**config.mk**
```make
export PLATFORM = sky130hd
export DESIGN_NAME = dac_sample_pacer
export DESIGN_NICKNAME = d
export VERILOG_FILES = /design/src/rtl/dac_sample_pacer.sv
export SDC_FILE = /design/constraint.sdc
export NUM_CORES = 1
export LEC_CHECK = 0
export CAP_MARGIN = 10
export CORE_ASPECT_RATIO = 0.8
export CORE_MARGIN = 4
export CORE_UTILIZATION = 60
export CTS_BUF_LIST = sky130_fd_sc_hd__clkbuf_16
export DETAILED_ROUTE_END_ITERATION = 6
export GPL_TIMING_DRIVEN = 0
export PLACE_DENSITY = 0.8
export SLEW_MARGIN = 5
export SYNTH_ARGS = -nofsm -noshare
export SYNTH_HDL_FRONTEND = slang
export SYNTH_SLANG_ARGS = --single-unit
```
**constraint.sdc**
```tcl
create_clock -name Bus2IP_Clk -period 5.5 [get_ports Bus2IP_Clk]
set_input_delay 1.1 -clock Bus2IP_Clk [delete_from_list [all_inputs] [get_ports Bus2IP_Clk]]
set_output_delay 1.1 -clock Bus2IP_Clk [all_outputs]
set_load 0.02 [all_outputs]
```
**src/rtl/dac_sample_pacer.sv**
```systemverilog
// Sample FIFO and pacing stage feeding the DAC pins: queued samples are released
// one per programmable period, with a data clock whose rising edge falls mid-sample.
module dac_sample_pacer #(
    parameter int DEPTH  = 16,
    parameter int DATA_W = 10,
    parameter int DIV_W  = 16,
    localparam int LVL_W = $clog2(DEPTH) + 1
) (
    input  logic              Bus2IP_Clk,
    input  logic              Bus2IP_Reset,
    input  logic [0:DATA_W-1] Wr_Data,
    input  logic              Wr_En,
    input  logic              Cfg_Enable,
    input  logic [0:DIV_W-1]  Cfg_Div,
    input  logic              Clr_Status,
    output logic              Wr_Full,
    output logic [0:LVL_W-1]  Level,
    output logic              Underrun,
    output logic              Overflow,
    output logic [0:DATA_W-1] DAC_Data,
    output logic              DAC_DCLK
);

    localparam int AW = $clog2(DEPTH);
    // One extra bit so Cfg_Div = all-ones still gives a period of 2^DIV_W + 1.
    localparam int CW = DIV_W + 1;

    localparam logic ST_IDLE = 1'b0;
    localparam logic ST_RUN  = 1'b1;

    logic              state, state_nxt;
    logic [CW-1:0]     cnt, cnt_nxt;
    logic [CW-1:0]     plat, plat_nxt;
    logic              dclk_nxt;

    logic [DATA_W-1:0] mem [DEPTH];
    logic [AW-1:0]     wr_ptr, rd_ptr;
    logic [LVL_W-1:0]  level;
    logic [DATA_W-1:0] dac_data;
    logic              dclk, underrun, overflow;

    logic              full, empty, wr_accept, load, pop;

    assign full      = (level == LVL_W'(DEPTH));
    assign empty     = (level == '0);
    // A write at full is dropped even when a pop frees a slot in the same cycle.
    assign wr_accept = Wr_En && !full;
    assign load      = Cfg_Enable && ((state == ST_IDLE) || (cnt == plat - CW'(1)));
    // Pop decision uses the registered level, so a same-cycle write to an
    // empty FIFO cannot bypass straight to the pins.
    assign pop       = load && !empty;

    // NOTE: every variable assigned here gets a default first, so no latch is inferred.
    always_comb begin
        state_nxt = state;
        cnt_nxt   = cnt;
        plat_nxt  = plat;
        if (!Cfg_Enable) begin
            state_nxt = ST_IDLE;
            cnt_nxt   = '0;
        end else if (load) begin
            state_nxt = ST_RUN;
            cnt_nxt   = '0;
            plat_nxt  = {1'b0, Cfg_Div} + CW'(2);
        end else begin
            cnt_nxt = cnt + CW'(1);
        end
        dclk_nxt = (state_nxt == ST_RUN) && (cnt_nxt >= (plat_nxt >> 1));
    end

    // NOTE: non-blocking assignments for all state so every flop samples pre-edge values.
    always_ff @(posedge Bus2IP_Clk) begin
        if (Bus2IP_Reset) begin
            state    <= ST_IDLE;
            cnt      <= '0;
            plat     <= CW'(2);
            dclk     <= 1'b0;
            dac_data <= '0;
            wr_ptr   <= '0;
            rd_ptr   <= '0;
            level    <= '0;
            underrun <= 1'b0;
            overflow <= 1'b0;
        end else begin
            state <= state_nxt;
            cnt   <= cnt_nxt;
            plat  <= plat_nxt;
            dclk  <= dclk_nxt;

            if (wr_accept) begin
                wr_ptr <= wr_ptr + AW'(1);
            end
            if (pop) begin
                dac_data <= mem[rd_ptr];
                rd_ptr   <= rd_ptr + AW'(1);
            end

            unique case ({wr_accept, pop})
                2'b10:   level <= level + LVL_W'(1);
                2'b01:   level <= level - LVL_W'(1);
                default: level <= level;
            endcase

            // Set events take priority over a coincident clear.
            if (load && empty) begin
                underrun <= 1'b1;
            end else if (Clr_Status) begin
                underrun <= 1'b0;
            end
            if (Wr_En && full) begin
                overflow <= 1'b1;
            end else if (Clr_Status) begin
                overflow <= 1'b0;
            end
        end
    end

    // NOTE: sample storage is not reset; emptiness is tracked by the pointers and level.
    always_ff @(posedge Bus2IP_Clk) begin
        if (wr_accept) begin
            mem[wr_ptr] <= Wr_Data;
        end
    end

    assign Wr_Full  = full;
    assign Level    = level;
    assign Underrun = underrun;
    assign Overflow = overflow;
    assign DAC_Data = dac_data;
    assign DAC_DCLK = dclk;

endmodule

```
==> results of run 1 <==
[stage by stage]
stage	area, µm²	total power, W
after floorplan	10100	0.00256
after global placement	10800	0.00285
after detailed placement	10800	0.00289
after CTS	11600	0.00438
after global routing	11600	0.00455
final	11600	0.00440
[sequential cells by signal, summed over array words and instances, names as in the netlist]
register / flops
mem: 160
Overflow: 1
rd_ptr: 4
DAC_Data: 10
Underrun: 1
Level: 5
cnt: 17
wr_ptr: 4
DAC_DCLK: 1
plat: 17
state: 1
[layout by cell type, fill, tap and decap left out, drive strengths merged, types with 9 or more instances in the layout]
cell,instances
a211oi,11
a21oi,55
a221oi,21
clkbuf,57
clkdlybuf4s50,48
dfxtp,61
edfxtp,160
ha,28
inv,20
mux2,11
mux2i,31
mux4,20
nand2,21
nand3,23
nand4,9
nor2,59
nor3,54
o21a,13
o21ai,25
or2,16
xnor2,25
xor2,29
[what timing repair did]
item | in CTS | in global routing
resized for setup | 4 | 15
setup buffers | 0 | 0
gates cloned | 0 | 0
endpoints found under the setup margin | 1 | 1
[synthesized netlist by cell type (5+ instances only)]
cell type / number / share of area
nor2b_1: 5 / 0.0031
or2_1: 14 / 0.0087
nor2_1: 59 / 0.022
and2_1: 5 / 0.0031
and3_1: 7 / 0.0044
nand2b_1: 8 / 0.0050
mux2_2: 10 / 0.011
inv_1: 16 / 0.0060
xor2_1: 29 / 0.025
a221oi_1: 21 / 0.018
clkbuf_1: 36 / 0.013
nor3_1: 53 / 0.026
o21ai_0: 22 / 0.011
nand3_1: 23 / 0.011
a21oi_1: 55 / 0.027
o21a_1: 13 / 0.0097
edfxtp_1: 160 / 0.48
nor4_1: 5 / 0.0031
ha_1: 28 / 0.035
mux2i_1: 31 / 0.031
dfxtp_1: 61 / 0.12
mux4_2: 20 / 0.045
xnor2_1: 25 / 0.022
nand4_1: 9 / 0.0056
nand2_1: 21 / 0.0078
a211oi_1: 11 / 0.0082
[worst min-delay path by stage]
stage                  start       end  slack [ns]  depth (start not counted)
finish              Level[0]  Level[0]        0.54                          2
global route         plat[0]   plat[0]        0.58                          2
CTS                  plat[1]   plat[1]        0.54                          1
detailed placement   plat[1]   plat[1]        0.53                          1
global placement    Level[0]  Level[0]        0.50                          2
floorplan           plat[16]  plat[16]        0.49                          2
[kinds of logic (layout without fill, tap and decap cells)]
| logic type | count (synthesis) | in the layout | synth area share |
|---|---|---|---|
| simple gates | 228 | 228 | 0.116 |
| fa+ha+maj | 29 | 29 | 0.0368 |
| mux | 62 | 62 | 0.0879 |
| xor+xnor | 54 | 54 | 0.0470 |
| flops | 221 | 221 | 0.599 |
| compound gates | 143 | 143 | 0.0915 |
| buf+inv | 59 | 147 | 0.0224 |
[routing by layer]
layer | up-vias | global-route usage | wire, µm
li1 | 3155 | - | -
met1 | 3554 | 0.404 | 11100
met2 | 388 | 0.428 | 11700
met3 | 46 | 0.0524 | 2700
met4 | 0 | 0.0529 | 440
met5 | - | 0 | 0
[power by group through the flow]
stage / registers [W] / logic, W / clock network [W]
global route: 0.00195 / 0.00101 / 0.00159
finish: 0.00195 / 0.000940 / 0.00151
global placement: 0.00197 / 0.000872 / 0
floorplan: 0.00201 / 0.000554 / 0
CTS: 0.00194 / 0.000928 / 0.00151
detailed placement: 0.00198 / 0.000912 / 0
[worst max-delay path: stages (launching register included)]
cell       delay (ns)
dfxtp_1          0.35
inv_1            0.07
ha_1             0.19
or4b_4           0.53
nor3_4           0.24
or4b_1           0.49
xnor2_1          0.22
nand4_1          0.21
o41a_1           0.49
buf_2            0.27
nor3_1           0.32
or2_1            0.15
ha_1             0.24
nand3_1          0.12
o22ai_1          0.10
o21a_1           0.17
o21ai_1          0.30
a2111oi_0        0.19
a211o_1          0.33
o21a_1           0.20
[layout make-up]
class / instances / area share
sequential: 221 / 0.519
multi-input combinational: 516 / 0.332
clock buffer: 22 / 0.0474
timing repair buffer: 48 / 0.0414
tap: 220 / 0.0237
clock inverter: 18 / 0.0156
buffer: 43 / 0.0153
inverter: 16 / 0.00517
==> results by group, run 1 <==
Timing
  – Post-layout min period: 5.30 ns
  – WHS: 0.541 ns
  – Final hold vios: 0
  – Final number of max-transition violations: 0
  – RSZ-0062 raised after global routing: false
  – Finish-stage setup viols: 0
  – Clock skew: 0.0211 ns
  – Maximum clock frequency: 189 MHz
  – Setup_tns: 0 ns
  – Final Cycle Share: 0.963
  – Slew of the pin with the lowest slew margin: 1.17 ns
  – Relative slew slack: 0.218
  – Fin worst setup slack: 0.201 ns

Pwr
  – Clk pwr share: 0.343
  – Int Power: 0.00315 W
  – Sw Pwr: approximately 0.0012 W
  – Comb power frac: 0.214
  – Switching share of total power: 0.283
  – Power per cell area: 379 nW/µm²
  – Leakage component of the power: between 3 and 4 nW
  – Seq pwr share: 0.443
  – Worst VDD drop: 263 µV

Die
  – DIE HEIGHT: between 100 and 150 µm
  – Top Ports: 50
  – Initial Util: 0.610
  – Die W: 153 µm
  – Die footprint: 18900 µm²
  – Row cnt: between 40 and 50
  – Core area: 16500 µm²

Yosys
  – Post-synth EDFFs: 160
  – Synth Flop Type: edfxtp_1
  – #FFs+latches synth: roughly 220
  – Mapped Nets: ~860
  – Syn Inst Count: 796
  – Sequential area share after synthesis: 0.599
  – Asr flop ratio synth: 0
  – Synthesized area: 10100 µm²
  – Yosys warns: 0
  – Syn_area_per_cell: 12.6 µm²
  – Post-synth cell types: 50

Drt
  – Initial DRC count: 864
  – Via/cell ratio: roughly 6.5
  – Detailed Route WL: 25.9 mm
  – DRC viols: 0
  – Initial DRT Pass Iterations: 5
  – Post-route ant nets: 0
  – Vias: 7143
  – Wire per inst: approximately 23 µm

Global route
  – Vias in the first global route: approximately 7000
  – Antenna violations before repair: 0
  – Gr usage total: 0.272
  – First-pass GRT wire length: 39.3 mm
  – Largest net degree at the start of global routing: 17
  – Gr ovfl total: 0

Status
  – Outcome: finished clean

CTS
  – Clock transition at path regs: 0.06 ns
  – TritonCTS buffer count: 22
  – Worst-Skew Late Latency: between 0.5 and 0.6 ns
  – CTS H-tree depth: 1
  – Clock Sinks: 221
  – CTS Buffer Depth: 3
  – CTS hold repair buffers: 0
  – CTS tree: built
  – CTS root buffer: clkbuf_16

Setup path
  – Worst EP required: 5.90 ns
  – Critical path fanouts, max: 10
  – Worst r2r src: plat[0]
  – Setup crit end: DAC_DCLK
  – R2r setup slk: 0.20 ns
  – Critical path launch point type: register
  – R2R Path End: DAC_DCLK
  – Reg2reg path depth: 19
  – Crit path DAT: 5.70 ns
  – CP startpoint: plat[0]
  – CP Class: register to register
  – Critical Path End Type: register

Cells and area
  – Fillers: 1165
  – P&R area growth vs syn: 15.3%
  – Inserted Diodes: 0
  – Core Util, Final: 0.704
  – Final std cells w/o fill: 1104
  – Nets: just over 900
  – Register Area: 6030 µm²
  – Share of post-route cells with drive strength above 1: 0.0962
  – Area occupied by multi-input gates: 3860 µm²

Placement
  – Routability Congestion: 0.910
  – Post-detail-place hpwl: ~18 mm
  – Place WS: -0.0654 ns
  – I/O Buffers: 48
  – Placed insts: 1064

Run
  – Max Cap Violations: 0

Min path
  – Hold Path Class: register to register
Power figures use the tool's default switching activity.
==> run 2: changes to the inputs <==
--- a/config.mk
+++ b/config.mk
@@ -10,9 +10,11 @@
 export CORE_MARGIN = 4
 export CORE_UTILIZATION = 60
 export CTS_BUF_LIST = sky130_fd_sc_hd__clkbuf_16
+export CTS_CLUSTER_SIZE = 28
 export DETAILED_ROUTE_END_ITERATION = 6
 export GPL_TIMING_DRIVEN = 0
 export PLACE_DENSITY = 0.8
+export SKIP_CTS_REPAIR_TIMING = 1
 export SLEW_MARGIN = 5
 export SYNTH_ARGS = -nofsm -noshare
 export SYNTH_HDL_FRONTEND = slang
==> results by group, run 2 (same netlist as run 1, synthesis figures left out) <==
Status
  – Outcome: finished clean

Setup path
  – Critical path fanouts, max: 10 (unchanged)
  – Reg2reg path depth: 19 (unchanged)
  – Worst EP required: 5.90 ns (about the same)
  – Crit-path slowest cell: or4b_4
  – CP Class: register to register
  – R2r setup slk: 0.21 ns (about the same)
  – Worst r2r src: plat[0]
  – R2R Path End: DAC_DCLK
  – Critical path launch point type: register
  – Crit path DAT: 5.69 ns (about the same)
  – CP Cell Sequence: inv_1 -> ha_1 -> or4b_4 -> nor3_4 -> or4b_1 -> xnor2_1 -> nand4_1 -> o41a_1 -> buf_2 -> nor3_1 -> or2_1 -> ha_1 -> nand3_1 -> o22ai_1 -> o21a_1 -> o21ai_1 -> a2111oi_0 -> a211o_1 -> o21a_1
  – Critical Path End Type: register
  – Largest stage delay, worst path: 0.53 ns (about the same)

Cells and area
  – Inserted Diodes: 0 (unchanged)
  – Nets: 928 (unchanged)
  – Largest Register: mem
  – Most common cell after layout, fill and taps aside: edfxtp_1
  – Max reg flops: 160 (unchanged)
  – Top Registers: mem (160), cnt (17), plat (17)
  – P&R area growth vs syn: 15.4% (about the same)
  – Share of post-route cells with drive strength above 1: 0.0973 (+0.00113)
  – Final std cells w/o fill: 1104 (unchanged)
  – Core Util, Final: 0.704 (about the same)
  – Most frequent cells in the layout: edfxtp_1, dfxtp_1, nor2_1

Timing
  – RSZ-0062 raised after global routing: false
  – Clock skew: 0.0231 ns (+0.00193 ns)
  – Final number of max-transition violations: 0 (unchanged)
  – Final hold vios: 0 (unchanged)
  – Slew of the pin with the lowest slew margin: 1.16 ns (-0.00808 ns)
  – Maximum clock frequency: 189 MHz (+0.21%)
  – Relative slew slack: 0.223 (+0.00541)
  – Finish-stage setup viols: 0 (unchanged)
  – Final Cycle Share: 0.961 (-0.00203)
  – Post-layout min period: 5.29 ns (-0.0112 ns)

Global route
  – Gr usage total: 0.272 (about the same)
  – Vias in the first global route: 6978 (+0.057%)
  – Largest net degree at the start of global routing: 17 (unchanged)
  – Gr ovfl total: 0 (unchanged)
  – Antenna violations before repair: 0 (unchanged)
  – First-pass GRT wire length: 39.2 mm (about the same)

Die
  – Die W: 153 µm (unchanged)
  – Top Ports: 50 (unchanged)
  – Initial Util: 0.610 (unchanged)
  – DIE HEIGHT: 124 µm (unchanged)
  – Core area: 16500 µm² (unchanged)
  – Row cnt: 42 (unchanged)
  – Die footprint: 18900 µm² (unchanged)

CTS
  – Clock transition at path regs: 0.06 ns (about the same)
  – CTS H-tree depth: 1 (unchanged)
  – CTS Buffer Depth: 3 (unchanged)
  – CTS root buffer: clkbuf_16
  – Worst-Skew Late Latency: 0.52 ns (about the same)
  – TritonCTS buffer count: 22 (unchanged)
  – Clock Sinks: 221 (unchanged)
  – CTS tree: built

Min path
  – Worst hold path endpoint: Level[0]
  – Worst Hold Launch: Level[0]
  – WHS Path Cells: 2 (unchanged)
  – Hold Path Class: register to register

Drt
  – Vias: 7095 (-0.67%)
  – Post-route ant nets: 0 (unchanged)
  – DRC viols: 0 (unchanged)
  – Initial DRC count: 907 (+5.0%)
  – Detailed Route WL: 25.9 mm (about the same)
  – Via/cell ratio: 6.43 (-0.67%)
  – Initial DRT Pass Iterations: 5 (unchanged)
  – Wire per inst: 23.4 µm (about the same)

Placement
  – Post-detail-place hpwl: 18.0 mm (unchanged)
  – Placed insts: 1064 (unchanged)
  – I/O Buffers: 48 (unchanged)
  – Routability Congestion: 0.910 (unchanged)

Pwr
  – Worst VDD drop: 264 µV (+0.34%)
  – Power per cell area: 378 nW/µm² (about the same)
  – Leakage component of the power: 3.87 nW (about the same)

Run
  – Max Cap Violations: 0 (unchanged)
run 2: cell counts in the layout (fill, tap and decap cells not counted):
No cell type changed its count.
run 2: final cells by class:
class / count / area (µm²)
flip-flops and latches: 221 / 6030
fillers: 1164 / 4890
multi-input cells: 516 / 3860
clock buffers: 22 / 551
repair buffers: 48 / 480
well taps: 220 / 275
clock inverters: 18 / 181
plain buffers: 43 / 178
inverters: 16 / 60.1
run 2: worst max-delay path: cells and delay by family (launching register included):
family / cells / cell delay (ns)
xor gates and xnor gates: 1 / 0.22
buffers and inverters: 2 / 0.34
DFF: 1 / 0.35
and+or+nand+nor: 7 / 2.08
adders and majority gates: 2 / 0.41
AOI/OAI and AO/OA: 7 / 1.77
run 2: worst max-delay path by stage:
| stage | endpoint | slack [ns] | start |
|---|---|---|---|
| after floorplan | DAC_DCLK | 1.13 | plat[0] |
| after global placement | DAC_DCLK | -0.08 | plat[0] |
| after detailed placement | DAC_DCLK | -0.07 | plat[0] |
| after CTS | DAC_DCLK | -0.11 | plat[0] |
| after global routing | DAC_DCLK | 0.009 | plat[0] |
| final | DAC_DCLK | 0.21 | plat[0] |
run 2: through the flow:
step                      worst slack (ns)  area (µm²)  total power [W]  hold WS (ns)  TNS (ns)
after CTS                           -0.113       11600          0.00438         0.541    -0.113
after global placement             -0.0760       10800          0.00285         0.502   -0.0760
after global routing               0.00933       11600          0.00455         0.580         0
after detailed placement           -0.0654       10800          0.00289         0.527   -0.0654
after floorplan                       1.13       10100          0.00256         0.488         0
final                                0.212       11600          0.00439         0.540         0
run 2: per-layer routing:
metal  vias to the layer above  global-route usage  share of wire
li1                       3149                   -              -
met1                      3513               0.403           0.43
met2                       382               0.428           0.45
met3                        51              0.0535           0.10
met4                         0              0.0529          0.018
met5                         -                   0              0
run 2: where the power goes:
group	switching [W]	internal (W)	total, W
Clock	0.000633	0.000877	0.00151
Sequential	0.0000746	0.00187	0.00195
Combinational	0.000533	0.000404	0.000938
Total	0.00124	0.00315	0.00439
